File: src/rtl/risc_wb_scheduler_if.sv
// Issue, writeback-request and register-file write bundle for the writeback scheduler.
// The master side is decode/execute; the slave side is the scheduler itself.
interface risc_wb_scheduler_if #(
  parameter int XLEN = 32
);
  logic            issue_valid;
  logic [4:0]      issue_rs1;
  logic [4:0]      issue_rs2;
  logic [4:0]      issue_rd;
  logic            issue_stall;
  logic            alu_valid;
  logic [4:0]      alu_rd;
  logic [XLEN-1:0] alu_data;
  logic            alu_ready;
  logic            lsu_valid;
  logic [4:0]      lsu_rd;
  logic [XLEN-1:0] lsu_data;
  logic            lsu_ready;
  logic            rf_we;
  logic [4:0]      rf_addr3;
  logic [XLEN-1:0] rf_wd;
  logic [31:0]     busy;
  logic [5:0]      pending_cnt;
  logic            wb_err;

  modport master (
    output issue_valid, issue_rs1, issue_rs2, issue_rd,
    output alu_valid, alu_rd, alu_data, lsu_valid, lsu_rd, lsu_data,
    input  issue_stall, alu_ready, lsu_ready,
    input  rf_we, rf_addr3, rf_wd, busy, pending_cnt, wb_err
  );

  modport slave (
    input  issue_valid, issue_rs1, issue_rs2, issue_rd,
    input  alu_valid, alu_rd, alu_data, lsu_valid, lsu_rd, lsu_data,
    output issue_stall, alu_ready, lsu_ready,
    output rf_we, rf_addr3, rf_wd, busy, pending_cnt, wb_err
  );
endinterface

File: src/rtl/risc_wb_scheduler.sv
// Register scoreboard with hazard stall, and a round-robin arbiter between the ALU and
// LSU writeback ports that feeds a registered register-file write port.
module risc_wb_scheduler #(
  parameter int XLEN = 32
) (
  input  logic               clk,
  input  logic               rset_lg,
  risc_wb_scheduler_if.slave bus
);

  logic [31:0]     busy_r;
  logic [5:0]      cnt_r;
  logic            wb_err_r;
  logic            rf_we_r;
  logic [4:0]      rf_addr3_r;
  logic [XLEN-1:0] rf_wd_r;
  logic            ptr_lsu_r;

  logic            issue_stall_s;
  logic            issue_fire_s;
  logic            alu_gnt_s;
  logic            lsu_gnt_s;
  logic            wb_hit_s;
  logic            set_s;
  logic            clr_s;
  logic [4:0]      wb_rd_s;
  logic [XLEN-1:0] wb_data_s;
  logic [31:0]     set_mask_s;
  logic [31:0]     clr_mask_s;
  logic [31:0]     busy_nxt_s;
  logic [5:0]      cnt_nxt_s;
  logic            ptr_nxt_s;

  // Hazard detection, writeback arbitration and scoreboard next state
  always_comb begin
    issue_stall_s = bus.issue_valid &
                    (busy_r[bus.issue_rs1] | busy_r[bus.issue_rs2] | busy_r[bus.issue_rd]);
    issue_fire_s  = bus.issue_valid & ~issue_stall_s;
    alu_gnt_s     = bus.alu_valid & (~bus.lsu_valid | ~ptr_lsu_r);
    lsu_gnt_s     = bus.lsu_valid & (~bus.alu_valid | ptr_lsu_r);
    if (lsu_gnt_s) begin
      wb_rd_s   = bus.lsu_rd;
      wb_data_s = bus.lsu_data;
    end else begin
      wb_rd_s   = bus.alu_rd;
      wb_data_s = bus.alu_data;
    end
    wb_hit_s   = (alu_gnt_s | lsu_gnt_s) & (wb_rd_s != 5'd0);
    set_s      = issue_fire_s & (bus.issue_rd != 5'd0);
    clr_s      = wb_hit_s & busy_r[wb_rd_s];
    set_mask_s = set_s ? (32'd1 << bus.issue_rd) : 32'd0;
    clr_mask_s = clr_s ? (32'd1 << wb_rd_s) : 32'd0;
    busy_nxt_s = (busy_r & ~clr_mask_s) | set_mask_s;
    // Saturating count; a set and a clear on one edge always target different registers
    if (set_s && !clr_s && (cnt_r != 6'd31)) begin
      cnt_nxt_s = cnt_r + 6'd1;
    end else if (clr_s && !set_s && (cnt_r != 6'd0)) begin
      cnt_nxt_s = cnt_r - 6'd1;
    end else begin
      cnt_nxt_s = cnt_r;
    end
    if (bus.alu_valid && bus.lsu_valid) begin
      ptr_nxt_s = alu_gnt_s;
    end else begin
      ptr_nxt_s = ptr_lsu_r;
    end
  end

  // State registers and the registered register-file write port
  always_ff @(posedge clk or negedge rset_lg) begin
    if (!rset_lg) begin
      busy_r     <= 32'd0;
      cnt_r      <= 6'd0;
      wb_err_r   <= 1'b0;
      rf_we_r    <= 1'b0;
      rf_addr3_r <= 5'd0;
      rf_wd_r    <= {XLEN{1'b0}};
      ptr_lsu_r  <= 1'b1;
    end else begin
      busy_r    <= busy_nxt_s;
      cnt_r     <= cnt_nxt_s;
      ptr_lsu_r <= ptr_nxt_s;
      wb_err_r  <= wb_err_r | (wb_hit_s & ~busy_r[wb_rd_s]);
      rf_we_r   <= wb_hit_s;
      if (wb_hit_s) begin
        rf_addr3_r <= wb_rd_s;
        rf_wd_r    <= wb_data_s;
      end else begin
        rf_addr3_r <= rf_addr3_r;
        rf_wd_r    <= rf_wd_r;
      end
    end
  end

  assign bus.issue_stall = issue_stall_s;
  assign bus.alu_ready   = alu_gnt_s;
  assign bus.lsu_ready   = lsu_gnt_s;
  assign bus.rf_we       = rf_we_r;
  assign bus.rf_addr3    = rf_addr3_r;
  assign bus.rf_wd       = rf_wd_r;
  assign bus.busy        = busy_r;
  assign bus.pending_cnt = cnt_r;
  assign bus.wb_err      = wb_err_r;

endmodule

File: src/flat_wrapper.sv
// flat-port wrapper written by rule: the top's interface ports become plain ports
module risc_wb_scheduler_flat 
#(
  parameter int XLEN = 32
)
  (clk, rset_lg, bus_issue_valid, bus_issue_rs1, bus_issue_rs2, bus_issue_rd, bus_alu_valid, bus_alu_rd, bus_alu_data, bus_lsu_valid, bus_lsu_rd, bus_lsu_data, bus_issue_stall, bus_alu_ready, bus_lsu_ready, bus_rf_we, bus_rf_addr3, bus_rf_wd, bus_busy, bus_pending_cnt, bus_wb_err);
  risc_wb_scheduler_if #(.XLEN(XLEN)) bus_i ();
  input  logic clk;
  input  logic rset_lg;
  input wire logic [$bits(bus_i.issue_valid)-1:0] bus_issue_valid;
  input wire logic [$bits(bus_i.issue_rs1)-1:0] bus_issue_rs1;
  input wire logic [$bits(bus_i.issue_rs2)-1:0] bus_issue_rs2;
  input wire logic [$bits(bus_i.issue_rd)-1:0] bus_issue_rd;
  input wire logic [$bits(bus_i.alu_valid)-1:0] bus_alu_valid;
  input wire logic [$bits(bus_i.alu_rd)-1:0] bus_alu_rd;
  input wire logic [$bits(bus_i.alu_data)-1:0] bus_alu_data;
  input wire logic [$bits(bus_i.lsu_valid)-1:0] bus_lsu_valid;
  input wire logic [$bits(bus_i.lsu_rd)-1:0] bus_lsu_rd;
  input wire logic [$bits(bus_i.lsu_data)-1:0] bus_lsu_data;
  output wire logic [$bits(bus_i.issue_stall)-1:0] bus_issue_stall;
  output wire logic [$bits(bus_i.alu_ready)-1:0] bus_alu_ready;
  output wire logic [$bits(bus_i.lsu_ready)-1:0] bus_lsu_ready;
  output wire logic [$bits(bus_i.rf_we)-1:0] bus_rf_we;
  output wire logic [$bits(bus_i.rf_addr3)-1:0] bus_rf_addr3;
  output wire logic [$bits(bus_i.rf_wd)-1:0] bus_rf_wd;
  output wire logic [$bits(bus_i.busy)-1:0] bus_busy;
  output wire logic [$bits(bus_i.pending_cnt)-1:0] bus_pending_cnt;
  output wire logic [$bits(bus_i.wb_err)-1:0] bus_wb_err;
  assign bus_i.issue_valid = bus_issue_valid;
  assign bus_i.issue_rs1 = bus_issue_rs1;
  assign bus_i.issue_rs2 = bus_issue_rs2;
  assign bus_i.issue_rd = bus_issue_rd;
  assign bus_i.alu_valid = bus_alu_valid;
  assign bus_i.alu_rd = bus_alu_rd;
  assign bus_i.alu_data = bus_alu_data;
  assign bus_i.lsu_valid = bus_lsu_valid;
  assign bus_i.lsu_rd = bus_lsu_rd;
  assign bus_i.lsu_data = bus_lsu_data;
  assign bus_issue_stall = bus_i.issue_stall;
  assign bus_alu_ready = bus_i.alu_ready;
  assign bus_lsu_ready = bus_i.lsu_ready;
  assign bus_rf_we = bus_i.rf_we;
  assign bus_rf_addr3 = bus_i.rf_addr3;
  assign bus_rf_wd = bus_i.rf_wd;
  assign bus_busy = bus_i.busy;
  assign bus_pending_cnt = bus_i.pending_cnt;
  assign bus_wb_err = bus_i.wb_err;
  risc_wb_scheduler #(.XLEN(XLEN)) u_core (.clk(clk), .rset_lg(rset_lg), .bus(bus_i));
endmodule
File: config.mk
export PLATFORM = sky130hd
export DESIGN_NAME = risc_wb_scheduler_flat
export DESIGN_NICKNAME = d
export VERILOG_FILES = /design/src/rtl/risc_wb_scheduler_if.sv /design/src/rtl/risc_wb_scheduler.sv /design/src/flat_wrapper.sv
export SDC_FILE = /design/constraint.sdc
export NUM_CORES = 1
export LEC_CHECK = 0
export ABC_AREA = 0
export CAP_MARGIN = 20
export CORE_MARGIN = 5
export CORE_UTILIZATION = 30
export DETAILED_ROUTE_END_ITERATION = 12
export PLACE_DENSITY = 0.67
export SLEW_MARGIN = 20
export SYNTH_ARGS = -nofsm -noshare
export SYNTH_HDL_FRONTEND = slang
export SYNTH_SLANG_ARGS = --single-unit
File: constraint.sdc
create_clock -name clk -period 3.7 [get_ports clk]
set_input_delay 0.925 -clock clk [delete_from_list [all_inputs] [get_ports clk]]
set_output_delay 0.925 -clock clk [all_outputs]
set_load 0.01 [all_outputs]
==> results of run 1 <==
## power groups by stage
stage	Combinational, W	Sequential (W)	Clock, W
after floorplan	0.00100	0.00144	0
after global placement	0.00244	0.00135	0
after detailed placement	0.00245	0.00136	0
after CTS	0.00256	0.00135	0.000992
after global routing	0.00285	0.00139	0.00103
final	0.00266	0.00135	0.000971
## flip-flops by register name, indices dropped and copies added (netlist names)
register	flops
u_core.bus.busy	32
u_core.bus.pending_cnt	6
u_core.bus.rf_addr3	5
u_core.bus.rf_wd	32
u_core.bus.rf_we	1
u_core.bus.wb_err	1
u_core.ptr_lsu_r	1
## stage by stage
step | hold WS, ns | worst slack [ns]
final | 0.468 | -0.276
after global routing | 0.480 | -0.457
after CTS | 0.469 | -0.306
after detailed placement | 0.447 | -1.23
after global placement | 0.439 | -1.14
after floorplan | 0.479 | -0.603
## routing by layer
metal | vias up | track usage | wire length, microns | share of wire
li1 | 2601 | - | - | -
met1 | 2613 | 0.243 | 7620 | 0.39
met2 | 252 | 0.337 | 9830 | 0.50
met3 | 53 | 0.0446 | 1470 | 0.075
met4 | 0 | 0.0882 | 720 | 0.037
met5 | - | 0 | 0 | 0
## layout by cell type, fill, tap and decap left out, types with 5 or more instances in the layout
master | Yosys | routed
inv_1 | 11 | 9
nand3_1 | 6 | 6
nand2_1 | 101 | 100
a21oi_1 | 24 | 20
buf_4 | 2 | 109
o31ai_1 | 16 | 16
mux2i_1 | 14 | 11
clkdlybuf4s50_1 | 0 | 158
mux4_2 | 15 | 15
clkbuf_16 | 0 | 9
o21ai_0 | 13 | 13
nor2_1 | 72 | 70
o221ai_1 | 7 | 7
buf_6 | 2 | 12
o41ai_1 | 17 | 17
mux2_4 | 4 | 5
a31oi_1 | 35 | 35
mux2_2 | 12 | 11
nor3_1 | 10 | 7
dfrtp_1 | 77 | 77
## cell families after synthesis
family / share of synthesized area
and+or+nand+nor: 0.206
AOI/OAI and AO/OA: 0.200
DFF: 0.387
buffers and inverters: 0.0421
muxes: 0.143
xor gates and xnor gates: 0.00867
adders and majority gates: 0.0139
## cells in the mapped netlist, types with 3 or more instances
library cell  count
nand2_1         101
a21o_1            3
nor2b_1           4
o31ai_1          16
dfrtp_1          77
nand3b_1          3
a21oi_1          24
mux4_2           15
mux2i_1          14
nand3_1           6
xnor2_1           4
nand2b_1          3
a31oi_1          35
nor2_1           72
o31a_1            3
nor3_1           10
or3_1             4
inv_1            11
mux2_4            4
o22ai_1           6
mux2_2           12
ha_1              4
clkbuf_1         20
nor4_1            3
o21ai_0          13
buf_2             8
buf_1             4
o221ai_1          7
o41ai_1          17
## worst max path at each step
stage                                 to             start  slack [ns]  cells past startpoint
3_3_place_gp   u_core.bus.pending_cnt[5]  bus_issue_rs2[1]       -1.14                     17
5_1_grt        u_core.bus.pending_cnt[5]  bus_issue_rs2[1]       -0.46                     17
6_report       u_core.bus.pending_cnt[5]  bus_issue_rs2[1]       -0.28                     17
3_5_place_dp   u_core.bus.pending_cnt[5]  bus_issue_rs2[1]       -1.23                     17
4_1_cts        u_core.bus.pending_cnt[5]  bus_issue_rs1[0]       -0.31                     18
2_1_floorplan  u_core.bus.pending_cnt[5]   bus_issue_rd[0]       -0.60                     16
## final cells by class
class,instances,area share
clock inverter,5,0.00976
multi-input combinational,430,0.371
inverter,12,0.00541
clock buffer,11,0.0291
sequential,78,0.234
tap,220,0.0330
antenna,2,0.000601
timing repair buffer,290,0.317
## timing repair
item                       4_1_cts  5_1_grt
hold buffers                     0        0
pin swaps                       17       21
setup endpoints to repair        7        7
buffers inserted                 8        2
gates resized for setup         59       27
==> results.toml, run 1 <==
[yosys]
yosysSeqAreaShare = 0.387
synth_edf_count = 0
yosys_register_bits = 78
synth_area_leaders = "dfrtp_1 38%, nand2_1 7.5%, mux4_2 6.7%"
ys_types = 72
synth_warnings = 0
synth_ff_type = "dfrtp_1"
syn_area_sq_mm = 0.00505
yosysTopAreaCell = "dfrtp_1"
synth_cells = 556
postSynthAreaPerCell_sq_um = 9.08
ys_async_sr_fraction = 1.00
synth_top_area_frac = 0.382
syn_nets = 655

[power_and_ir_drop]
power_frac_comb = 0.534
sw_frac_of_total = 0.364
powerDensity_mw_per_mm2 = 598
p_total_w = 0.00498
p_sw_w = 0.00182
p_int_w = 0.00317
pwr-share-seq = 0.271
ir_worst_vdd_v = 0.000348
p_leak_nw = 3.51
p_clk_frac = 0.195

[floorplan]
die-width_microns = 140
io_pins = 174
die_area_sq_mm = 0.0195
die_y_microns = 140
rows = 47
core-area_sq_mm = 0.0165
start_util = 0.306

[layout]
nets = 920
nFillCells = 1549
fin_util = 0.504
area_delta_synth_final_pct = 65.0
multi_input_area_sq_mm = 0.00309
seq_area_sq_mm = 0.00195
finalNonFillerCells = 1048
drive_gt1_frac = 0.266
fin_area_sq_mm = 0.00833

[global_routing]
grt_pass1_wl_microns = 31000
grt_overflow = 0
grt_pass1_vias = 5556
antenna_found_initial = 2
grt_start_max_net_pins = 79
grt_usage = 0.199

[hold_path]
hp-class = "reg2reg"
hold-path-endpoint = "u_core.bus.wb_err"
hold_depth = 1
holdCritStartpoint = "u_core.bus.wb_err"

[clock_network]
cts_buffers = 9
clockRootBuffer = "clkbuf_16"
clock_sinks = 78
clk_latency_ns = 0.35
cts_tree = "yes"
path_clk_slew_ns = 0.06
htreeDepth = 3
cts_buffer_depth = 2

[timing]
grt_setup_unrepaired = "true"
hold_viol = 0
fin_crit_ns = 3.98
tns_ns = -0.388
skew_ns = 0.00704
fin_ws_ns = -0.276
tightest_slew_ns = 0.752
maxSlewViolCount = 0
finalCritPeriodShare = 1.07
slew_headroom = 0.499
fmax_mhz = 252
setup_viol = 2

[drt]
wl_microns = 19600
vias = 5519
drtIter0Drc = 443
antenna_left = 0
avgViaCountPerCell = 5.27
drc = 0
first_pass_iters = 5
wl_per_cell_microns = 18.7

[worst_setup_path]
critPathMaxStageDelay_ns = 0.51
crit_top_cell = "a21oi_2"
crit_family = "compound AO/OA/AOI/OAI gates"
rr_worst_depth = 16
crit_path_start_kind = "primary input"
regToRegSetupSlack_ns = -0.06
r2r-end = "u_core.bus.pending_cnt[5]"
worstPathCellList = "buf_8 -> mux4_2 -> mux2i_4 -> o22ai_2 -> nor4_4 -> nand4_4 -> or2_4 -> a31oi_4 -> nand2_4 -> ha_4 -> a21o_1 -> a21oi_2 -> o21bai_4 -> a21oi_2 -> inv_2 -> o31a_1 -> a221oi_2"
crit_fanout = 4
cp_data_arrival_time_ns = 4.22
worstSetupPathType = "in2reg"
cp_slowest_cell = "mux4_2"
cp_data_required_time_ns = 3.95
path_buf_inv = 2
worstReg2RegStart = "u_core.bus.busy[29]"
worstSetupEndpointType = "flip-flop"

[run_status]
violations = "negative setup slack"
status = "complete, but fails checks"

[placement]
portBuffers = 173
dpl.hpwl_microns = 14800
dpl_cell_area_sq_mm = 0.00776
gp_congestion = 0.941
dp.cells = 1023

[flow_run]
cap_viol_max_count = 0
(Power assumes the default switching activity.)
==> inputs of run 2 (changes only) <==
ABC_AREA = unset   (was 0)
==> results of run 2 <==
Final layout, timing and power as in run 1 (identical DEF).
